==> config.mk <==
export PLATFORM = sky130hd
export DESIGN_NAME = fifo_wr_arbiter
export DESIGN_NICKNAME = d
export VERILOG_FILES = /design/src/rtl/fifo_arb_pkg.sv /design/src/rtl/fifo_wr_arbiter_rr_picker.sv /design/src/rtl/fifo_wr_arbiter.sv
export SDC_FILE = /design/constraint.sdc
export NUM_CORES = 1
export LEC_CHECK = 0
export BUFFER_PORTS_ARGS = -buffer_cell sky130_fd_sc_hd__buf_2
export CORE_MARGIN = 4
export CORE_UTILIZATION = 41
export CTS_BUF_LIST = sky130_fd_sc_hd__clkbuf_2
export DETAILED_ROUTE_END_ITERATION = 7
export GPL_ROUTABILITY_DRIVEN = 1
export PLACE_DENSITY_LB_ADDON = 0.15
export SLEW_MARGIN = 20
export SYNTH_ARGS = -nofsm -noshare
export SYNTH_HDL_FRONTEND = slang
export SYNTH_HIERARCHICAL = 1
export SYNTH_SLANG_ARGS = --single-unit
==> constraint.sdc <==
create_clock -name clk -period 2.9 [get_ports clk]
set_input_delay 0.145 -clock clk [delete_from_list [all_inputs] [get_ports clk]]
set_output_delay 0.145 -clock clk [all_outputs]
set_load 0.02 [all_outputs]
==> src/rtl/fifo_arb_pkg.sv <==
// -----------------------------------------------------------------------------
// fifo_arb_pkg
// Shared definitions for the FIFO write-port arbiter:
//   - state_t       : arbiter FSM states (IDLE / OWN / STALL)
//   - DEF_*         : default parameter values for NUM_REQ, DATA_WIDTH, MAX_BURST
//   - idx_width()   : width of an index into a vector of n requesters (min 1)
// Optional feature macro used by the top: FIFO_ARB_STATS_EN.
// -----------------------------------------------------------------------------
package fifo_arb_pkg;

  typedef enum logic [1:0] {
    IDLE  = 2'd0,  // no owner
    OWN   = 2'd1,  // owner present, FIFO accepting
    STALL = 2'd2   // owner present, FIFO full
  } state_t;

  localparam int DEF_NUM_REQ    = 4;
  localparam int DEF_DATA_WIDTH = 16;
  localparam int DEF_MAX_BURST  = 4;

  // A single requester still needs a one-bit index register.
  function automatic int idx_width(input int n);
    return (n > 1) ? $clog2(n) : 1;
  endfunction

endpackage

==> src/rtl/fifo_wr_arbiter_rr_picker.sv <==
// -----------------------------------------------------------------------------
// rr_picker
// Purely combinational round-robin search. The search starts at
// i_last_owner+1 (mod NUM_REQ) and returns the first requester found.
// Ports:
//   i_req        [NUM_REQ-1:0]  request vector
//   i_last_owner [IW-1:0]       index of the most recently released owner
//   o_winner     [NUM_REQ-1:0]  one-hot winner (all-zero when none)
//   o_valid                     at least one request present
// -----------------------------------------------------------------------------
module rr_picker
  import fifo_arb_pkg::*;
#(
  parameter int NUM_REQ = DEF_NUM_REQ,
  localparam int IW     = idx_width(NUM_REQ)
) (
  input  logic [NUM_REQ-1:0] i_req,
  input  logic [IW-1:0]      i_last_owner,
  output logic [NUM_REQ-1:0] o_winner,
  output logic               o_valid
);

  int w_idx;

  // Walk the candidates in priority order (distance 1..NUM_REQ from the last
  // owner). The inner loop compares against constant positions so no
  // variable bit-select is needed on the vectors.
  always_comb begin
    o_winner = '0;
    o_valid  = 1'b0;
    w_idx    = 0;
    for (int k = 1; k <= NUM_REQ; k++) begin
      w_idx = int'(i_last_owner) + k;
      if (w_idx >= NUM_REQ) begin
        w_idx = w_idx - NUM_REQ;
      end
      for (int i = 0; i < NUM_REQ; i++) begin
        if (!o_valid && i_req[i] && (w_idx == i)) begin
          o_winner[i] = 1'b1;
          o_valid     = 1'b1;
        end
      end
    end
  end

endmodule

==> src/rtl/fifo_wr_arbiter.sv <==
// -----------------------------------------------------------------------------
// fifo_wr_arbiter
// Shares one FIFO write port among NUM_REQ requesters. An owner is chosen
// round-robin from IDLE, keeps the port for up to MAX_BURST accepted beats,
// and is released on a dropped request or on its final beat. One IDLE cycle
// always separates two grants.
// Ports:
//   clk, rst                            clock, synchronous active-high reset
//   req          [NUM_REQ-1:0]          per-requester write request
//   req_data     [NUM_REQ*DATA_WIDTH]   packed data, slice i = requester i
//   full                                FIFO full flag
//   gnt          [NUM_REQ-1:0]          registered one-hot owner
//   wr_en                               FIFO write enable (combinational)
//   data_out     [DATA_WIDTH-1:0]       FIFO write data (0 when no write)
//   busy                                FSM not in IDLE
//   stall_cycles [15:0]                 saturating STALL cycle count, present
//                                       only when FIFO_ARB_STATS_EN is defined
// -----------------------------------------------------------------------------
module fifo_wr_arbiter
  import fifo_arb_pkg::*;
#(
  parameter int NUM_REQ    = DEF_NUM_REQ,
  parameter int DATA_WIDTH = DEF_DATA_WIDTH,
  parameter int MAX_BURST  = DEF_MAX_BURST
) (
  input  logic                          clk,
  input  logic                          rst,
  input  logic [NUM_REQ-1:0]            req,
  input  logic [NUM_REQ*DATA_WIDTH-1:0] req_data,
  input  logic                          full,
  output logic [NUM_REQ-1:0]            gnt,
  output logic                          wr_en,
  output logic [DATA_WIDTH-1:0]         data_out,
  output logic                          busy
`ifdef FIFO_ARB_STATS_EN
  ,
  output logic [15:0]                   stall_cycles
`endif
);

  localparam int IW = idx_width(NUM_REQ);
  localparam int CW = $clog2(MAX_BURST + 1);
  localparam logic [CW-1:0] MAX_CNT = CW'(MAX_BURST);

  state_t              r_state, w_state_next;
  logic [NUM_REQ-1:0]  r_gnt, w_gnt_next;
  logic [IW-1:0]       r_last_owner, w_last_owner_next;
  logic [CW-1:0]       r_cnt, w_cnt_next, w_cnt_inc;

  logic [NUM_REQ-1:0]  w_pick;
  logic                w_pick_valid;
  logic                w_owner_req;
  logic [IW-1:0]       w_owner_idx;
  logic [DATA_WIDTH-1:0] w_owner_data;
  logic                w_accept;

  rr_picker #(
    .NUM_REQ (NUM_REQ)
  ) u_picker (
    .i_req        (req),
    .i_last_owner (r_last_owner),
    .o_winner     (w_pick),
    .o_valid      (w_pick_valid)
  );

  // Decode the one-hot owner into its request bit, index and data slice.
  always_comb begin
    w_owner_req  = |(req & r_gnt);
    w_owner_idx  = '0;
    w_owner_data = '0;
    for (int i = 0; i < NUM_REQ; i++) begin
      if (r_gnt[i]) begin
        w_owner_idx  = IW'(i);
        w_owner_data = req_data[i*DATA_WIDTH +: DATA_WIDTH];
      end
    end
  end

  // A beat is only taken in OWN; STALL never writes even once full falls,
  // and reset suppresses any write in the cycle it is asserted.
  assign w_accept  = (r_state == OWN) && w_owner_req && !full && !rst;
  assign w_cnt_inc = r_cnt + CW'(1);

  assign gnt      = r_gnt;
  assign wr_en    = w_accept;
  assign data_out = w_accept ? w_owner_data : '0;
  assign busy     = (r_state != IDLE) && !rst;

  always_comb begin
    w_state_next      = r_state;
    w_gnt_next        = r_gnt;
    w_cnt_next        = r_cnt;
    w_last_owner_next = r_last_owner;
    case (r_state)
      IDLE: begin
        w_gnt_next = '0;
        if (w_pick_valid) begin
          w_gnt_next   = w_pick;
          w_cnt_next   = '0;
          w_state_next = OWN;
        end
      end
      OWN: begin
        if (!w_owner_req) begin
          w_state_next      = IDLE;
          w_gnt_next        = '0;
          w_last_owner_next = w_owner_idx;
        end else if (full) begin
          w_state_next = STALL;
        end else begin
          w_cnt_next = w_cnt_inc;
          // Final beat of the burst is written this cycle, then released.
          if (w_cnt_inc == MAX_CNT) begin
            w_state_next      = IDLE;
            w_gnt_next        = '0;
            w_last_owner_next = w_owner_idx;
          end
        end
      end
      STALL: begin
        if (!w_owner_req) begin
          w_state_next      = IDLE;
          w_gnt_next        = '0;
          w_last_owner_next = w_owner_idx;
        end else if (!full) begin
          w_state_next = OWN;
        end
      end
      default: begin
        w_state_next = IDLE;
        w_gnt_next   = '0;
      end
    endcase
  end

  always_ff @(posedge clk) begin
    if (rst) begin
      r_state      <= IDLE;
      r_gnt        <= '0;
      r_cnt        <= '0;
      // Start the search just past the last index so requester 0 goes first.
      r_last_owner <= IW'(NUM_REQ - 1);
    end else begin
      r_state      <= w_state_next;
      r_gnt        <= w_gnt_next;
      r_cnt        <= w_cnt_next;
      r_last_owner <= w_last_owner_next;
    end
  end

`ifdef FIFO_ARB_STATS_EN
  logic [15:0] r_stall_cycles;

  always_ff @(posedge clk) begin
    if (rst) begin
      r_stall_cycles <= '0;
    end else if ((r_state == STALL) && (r_stall_cycles != 16'hFFFF)) begin
      r_stall_cycles <= r_stall_cycles + 16'd1;
    end
  end

  assign stall_cycles = r_stall_cycles;
`endif

endmodule

# Word level (Yosys, flattened, before mapping)
# Index checks and enable logic that the tools add are counted.
dict set report totals {
  register_bits 11
  elab_cells 171
  output_inout_bits 22
  inputBits 71
}
dict set report classes {
  n_reduce_logical 65
  n_lt_le_gt_ge 4
  n_mux 65
  addsub 9
  n_eq_ne 23
  bitwise_logic 1
}
# op n
set op_table {}
lappend op_table {{32-bit by 3-bit equality test with 1-bit output (second input constant)} 8}
lappend op_table {{32-bit by 2-bit equality test with 1-bit output (second input constant)} 4}
lappend op_table {{32-bit by 4-bit >= comparator with 1-bit output (second input constant)} 4}
lappend op_table {{32-bit logical NOT} 4}
lappend op_table {{32-bit two-way mux} 4}
lappend op_table {{32-bit by 4-bit subtractor with 32-bit output (second input constant)} 4}
lappend op_table {{16-bit two-way mux} 5}
lappend op_table {{1-bit logical AND} 35}
lappend op_table {{1-bit two-way mux} 32}
lappend op_table {{2-bit two-way mux} 12}
lappend op_table {{4-bit two-way mux} 5}
lappend op_table {{1-bit logical NOT} 17}
lappend op_table {{4-bit one-hot mux with 3 select lines} 1}
lappend op_table {{3-bit two-way mux} 3}
lappend op_table {{4-bit AND reduction} 2}
lappend op_table {{2-bit by 2-bit adder with 3-bit output (second input constant)} 2}
lappend op_table {{2-bit != test (second input constant)} 3}
lappend op_table {{3-bit != test (second input constant)} 2}
lappend op_table {{2-bit one-hot mux with 3 select lines} 1}
lappend op_table {{3-bit one-hot mux with 2 select lines} 1}
lappend op_table {{3-bit AND reduction} 2}
lappend op_table {{2-bit nonzero test} 3}
lappend op_table {{2-bit by 3-bit adder with 4-bit output (second input constant)} 1}
lappend op_table {{4-bit AND} 1}
lappend op_table {{11 further kinds} 11}

# Logic depth before layout (Yosys ltp)
dict set report depth {
  ltp_word 68
  mapped_depth 7
  ltp_nobuf 5
}

# Cells and area by module
# Netlist, hierarchy kept.
# mod cells_each area_per_inst_um2 n_inst seq_area_each_um2
set by_module_without_submodules {}
lappend by_module_without_submodules {fifo_wr_arbiter 136 1076.0 1 220.2}
lappend by_module_without_submodules {rr_picker 20 113.9 1 0.0}

# Least setup slack after synthesis
# Ideal clock, no wire load.
dict set report synth_timing {
  kind {flip-flop to output port}
  from {register r_gnt[1], in the netlist gnt[1]}
  to {output port data_out[10]}
  setup_slack_ns 0.876
  path_buffers 3
  arrival_ns 1.879
  stages_incl_launch_ff 8
  required_time_ns 2.755
  path_cell_list {dfxtp_1 -> buf_6 -> a22oi_4 -> a211oi_4 -> nand2b_1 -> buf_6 -> buf_6 -> nor3_1}
}
dict set report synth_between {
  elab_chain_len 6
  elab_cells_between_ends 9
  cone_classes {mux (4); bitwise (1); reduce/logical (4)}
}
# item line_no
set synth_lines {}
lappend synth_lines {{from (decl)} fifo_wr_arbiter.sv:46} ;# logic [NUM_REQ-1:0] r_gnt, w_gnt_next;
lappend synth_lines {{from (signal assigned)} fifo_wr_arbiter.sv:145} ;# r_gnt <= w_gnt_next;
lappend synth_lines {{4-bit AND} fifo_wr_arbiter.sv:68} ;# w_owner_req = |(req & r_gnt);
lappend synth_lines {{4-bit OR reduction} fifo_wr_arbiter.sv:68}
lappend synth_lines {{1-bit logical AND (3 in series)} fifo_wr_arbiter.sv:81} ;# assign w_accept = (r_state == OWN) && w_owner_req && !full && !rst;
lappend synth_lines {{16-bit two-way mux (*)} fifo_wr_arbiter.sv:86} ;# assign data_out = w_accept ? w_owner_data : '0;
lappend synth_lines {{to (decl)} fifo_wr_arbiter.sv:33} ;# output logic [DATA_WIDTH-1:0] data_out,
# Mark *: on every way between the ends. The rest lies on a longest branch, timed or not.

# Worst setup path in the final report
dict set report layout_timing {
  from {register r_gnt[2], in the netlist gnt[2]}
  to {output port data_out[7]}
}
# Same word-level chain as after synthesis.

==> metrics.txt <==
FMAX 414.7 MHz; Critical Path AT 2.27 ns; Max-slew headroom 52.28%; top-area cell type share of the netlist area 18.51%; synthesized area per cell 7.628 µm²; Setup CP Type register to output port; RSZ-0062 raised after global routing no; synth top area cells dfxtp_1 19%, a221oi_1 12%, o22ai_1 8.4%; largest net degree at the start of global routing 21; area grow syn2layout 38.59%; GPL Wtd Cong 0.8304; Max Transition Viols Final 0; Final min period 2.411 ns; Required @ worst endpoint 2.76 ns; initial antenna violation count 0; measured slew at the worst slew-check pin 0.7058 ns; CTS Buffer Depth 2; Routed Antenna Nets 0; Die Height 61.87 µm; Clk pin slew, worst setup/hold paths 0.12 ns; layout cell share with drive strength beyond 1 43.15%; DRC viols 0; clk sinks 11; crit-path cells a22oi_4 -> a211oi_4 -> nand2b_1 -> nor3_1 -> buf_2; first-pass iteration count of the detailed router 4; first-pass GRT wire length 6272 µm; CP Launch Type register; Avg WL per Cell 15.06 µm; # hold bufs at CTS 0; Mapped Cells 156; Crit path max-delay family simple AND/OR/NAND/NOR gates; Hold WC Path Type input pin to register; placed insts 268; maxcap violations 0; Place WS 0.7905 ns; Setup violations, final 0; DP HPWL 3241 µm; I/O pin cnt 93; worst vdd ir 0.2571 mV; TNS Setup 0 ns; initial drt markers 94; Synth Net Count 229; synthesized cell area 0.001190 mm²; row count 19; synth warn 6; Initial Utilization 43.15%; H-tree depth 1; vias in the first global route 1435; Post-synth top cells 16 x a221oi_1, 16 x nor3_1, 16 x o22ai_1, 11 x dfxtp_1, 8 x nand2_1; postcts setup bufs 0; Synth Flop Type dfxtp_1; vias 1543; CP peak stage delay 0.50 ns; die area 0.003828 mm²; routed wire length 4097 µm; Hold Vio Cnt, Final 0; Post-synth EDFFs 0; leakage 0.8020 nW; post-synthesis sequential area ratio 18.51%; Synth area leader dfxtp_1; clock skew 0.001681 ns; root buf cell clkbuf_2; CTS tree done; gr usage total 21.62%; Final period util 83.14%; critical path capture point type output port; Yosys reg bits 11; Clock Latency Late Sink 0.27 ns; # nets final 315; status completed; async set or reset register ratio after synthesis 0%; Inserted Clock Buffers 3; Die Width 61.87 µm; power per cell area 278.1 mW/mm²; final worst slack 0.4889 ns; Cell variety after synth 45; core area 0.002758 mm²; Finished Layout Cells 272; worst-path fanout max 18; highest-delay cell along the critical path dfxtp_1; via/cell ratio 5.673; antenna cell count 0; Post-CTS Resized 0; GRT Residual Overflow 0; Port Buf Inserts 92; WP buf/inv 1
==> worst register-to-register path, stage by stage (launching register included) <==
cell      delay (ns)
dfxtp_1         0.50
a22oi_4         0.16
a211oi_4        0.32
nand2b_1        0.43
o32ai_1         0.26
==> cell type report <==
class | instances | area (µm²)
Clock buffer | 4 | 20.02
Multi-Input combinational cell | 125 | 868.3
Sequential cell | 11 | 220.2
Fill cell | 278 | 1109
Tap cell | 31 | 38.79
Timing Repair Buffer | 94 | 475.5
Inverter | 7 | 26.28
==> sequential cells by signal (all words and copies together) (netlist names) <==
name	cells
r_state	2
gnt	4
r_cnt	3
r_last_owner	2
==> through the flow <==
stage                     total power, W  instance area, µm²  util [%]  hold WS [ns]
after floorplan                0.0002929                1190         -        0.2706
after global placement         0.0003670                1629     59.07        0.4412
after detailed placement       0.0003666                1629     59.07        0.4413
after CTS                      0.0004615                1649     59.80        0.1300
after global routing           0.0004892                1649     59.80        0.1285
final                          0.0004586                1649     59.80        0.1458
==> power by group <==
part	internal, W	total [W]	switching (W)
logic	0.0000923	0.000186	0.0000932
clock network	0.0000366	0.0000948	0.0000582
registers	0.000160	0.000178	0.0000186
==> cell families after synthesis <==
| family | count (synthesis) | synth area share (%) |
|---|---|---|
| flip-flops | 11 | 18.51 |
| AO/OA/AOI/OAI | 67 | 45.01 |
| adder cells (fa/ha/maj) | 2 | 2.103 |
| XOR/XNOR | 1 | 0.7362 |
| buffers and inverters | 20 | 8.517 |
| multiplexers | 1 | 0.8413 |
| AND/OR/NAND/NOR | 54 | 24.29 |
==> layout by cell type (no fill, tap or decap), drive strengths merged, types with 2 or more instances in the layout <==
cell      n
a211oi    2
o211a     2
ha        2
o21ai     5
buf      94
o22ai    16
o2111ai   2
a22o      4
nand2b    4
a21oi     6
a22oi     2
dfxtp    11
nand2     9
nor2      7
clkbuf    4
nor3     16
nor2b     4
a31oi     3
nand3     2
nand3b    2
a2bb2oi   2
and2      3
inv       6
a221oi   16
==> final timing paths <==
path | start | endpoint | slack, ns | depth (start not counted)
hold reg to reg | r_cnt[1] | r_cnt[1] | 0.53 | 2
hold / removal | full | r_state[1] | 0.15 | 3
setup reg to reg | gnt[2] | r_cnt[2] | 1.14 | 4
setup / recovery | gnt[2] | data_out[7] | 0.49 | 5
==> layer usage <==
metal	vias to the layer above	global-route usage, %	wire [µm]
li1	792	-	-
met1	688	28.36	1740
met2	60	34.68	1985
met3	3	6.405	344
met4	0	5.455	27
met5	-	0	0
(Power assumes the default switching activity.)
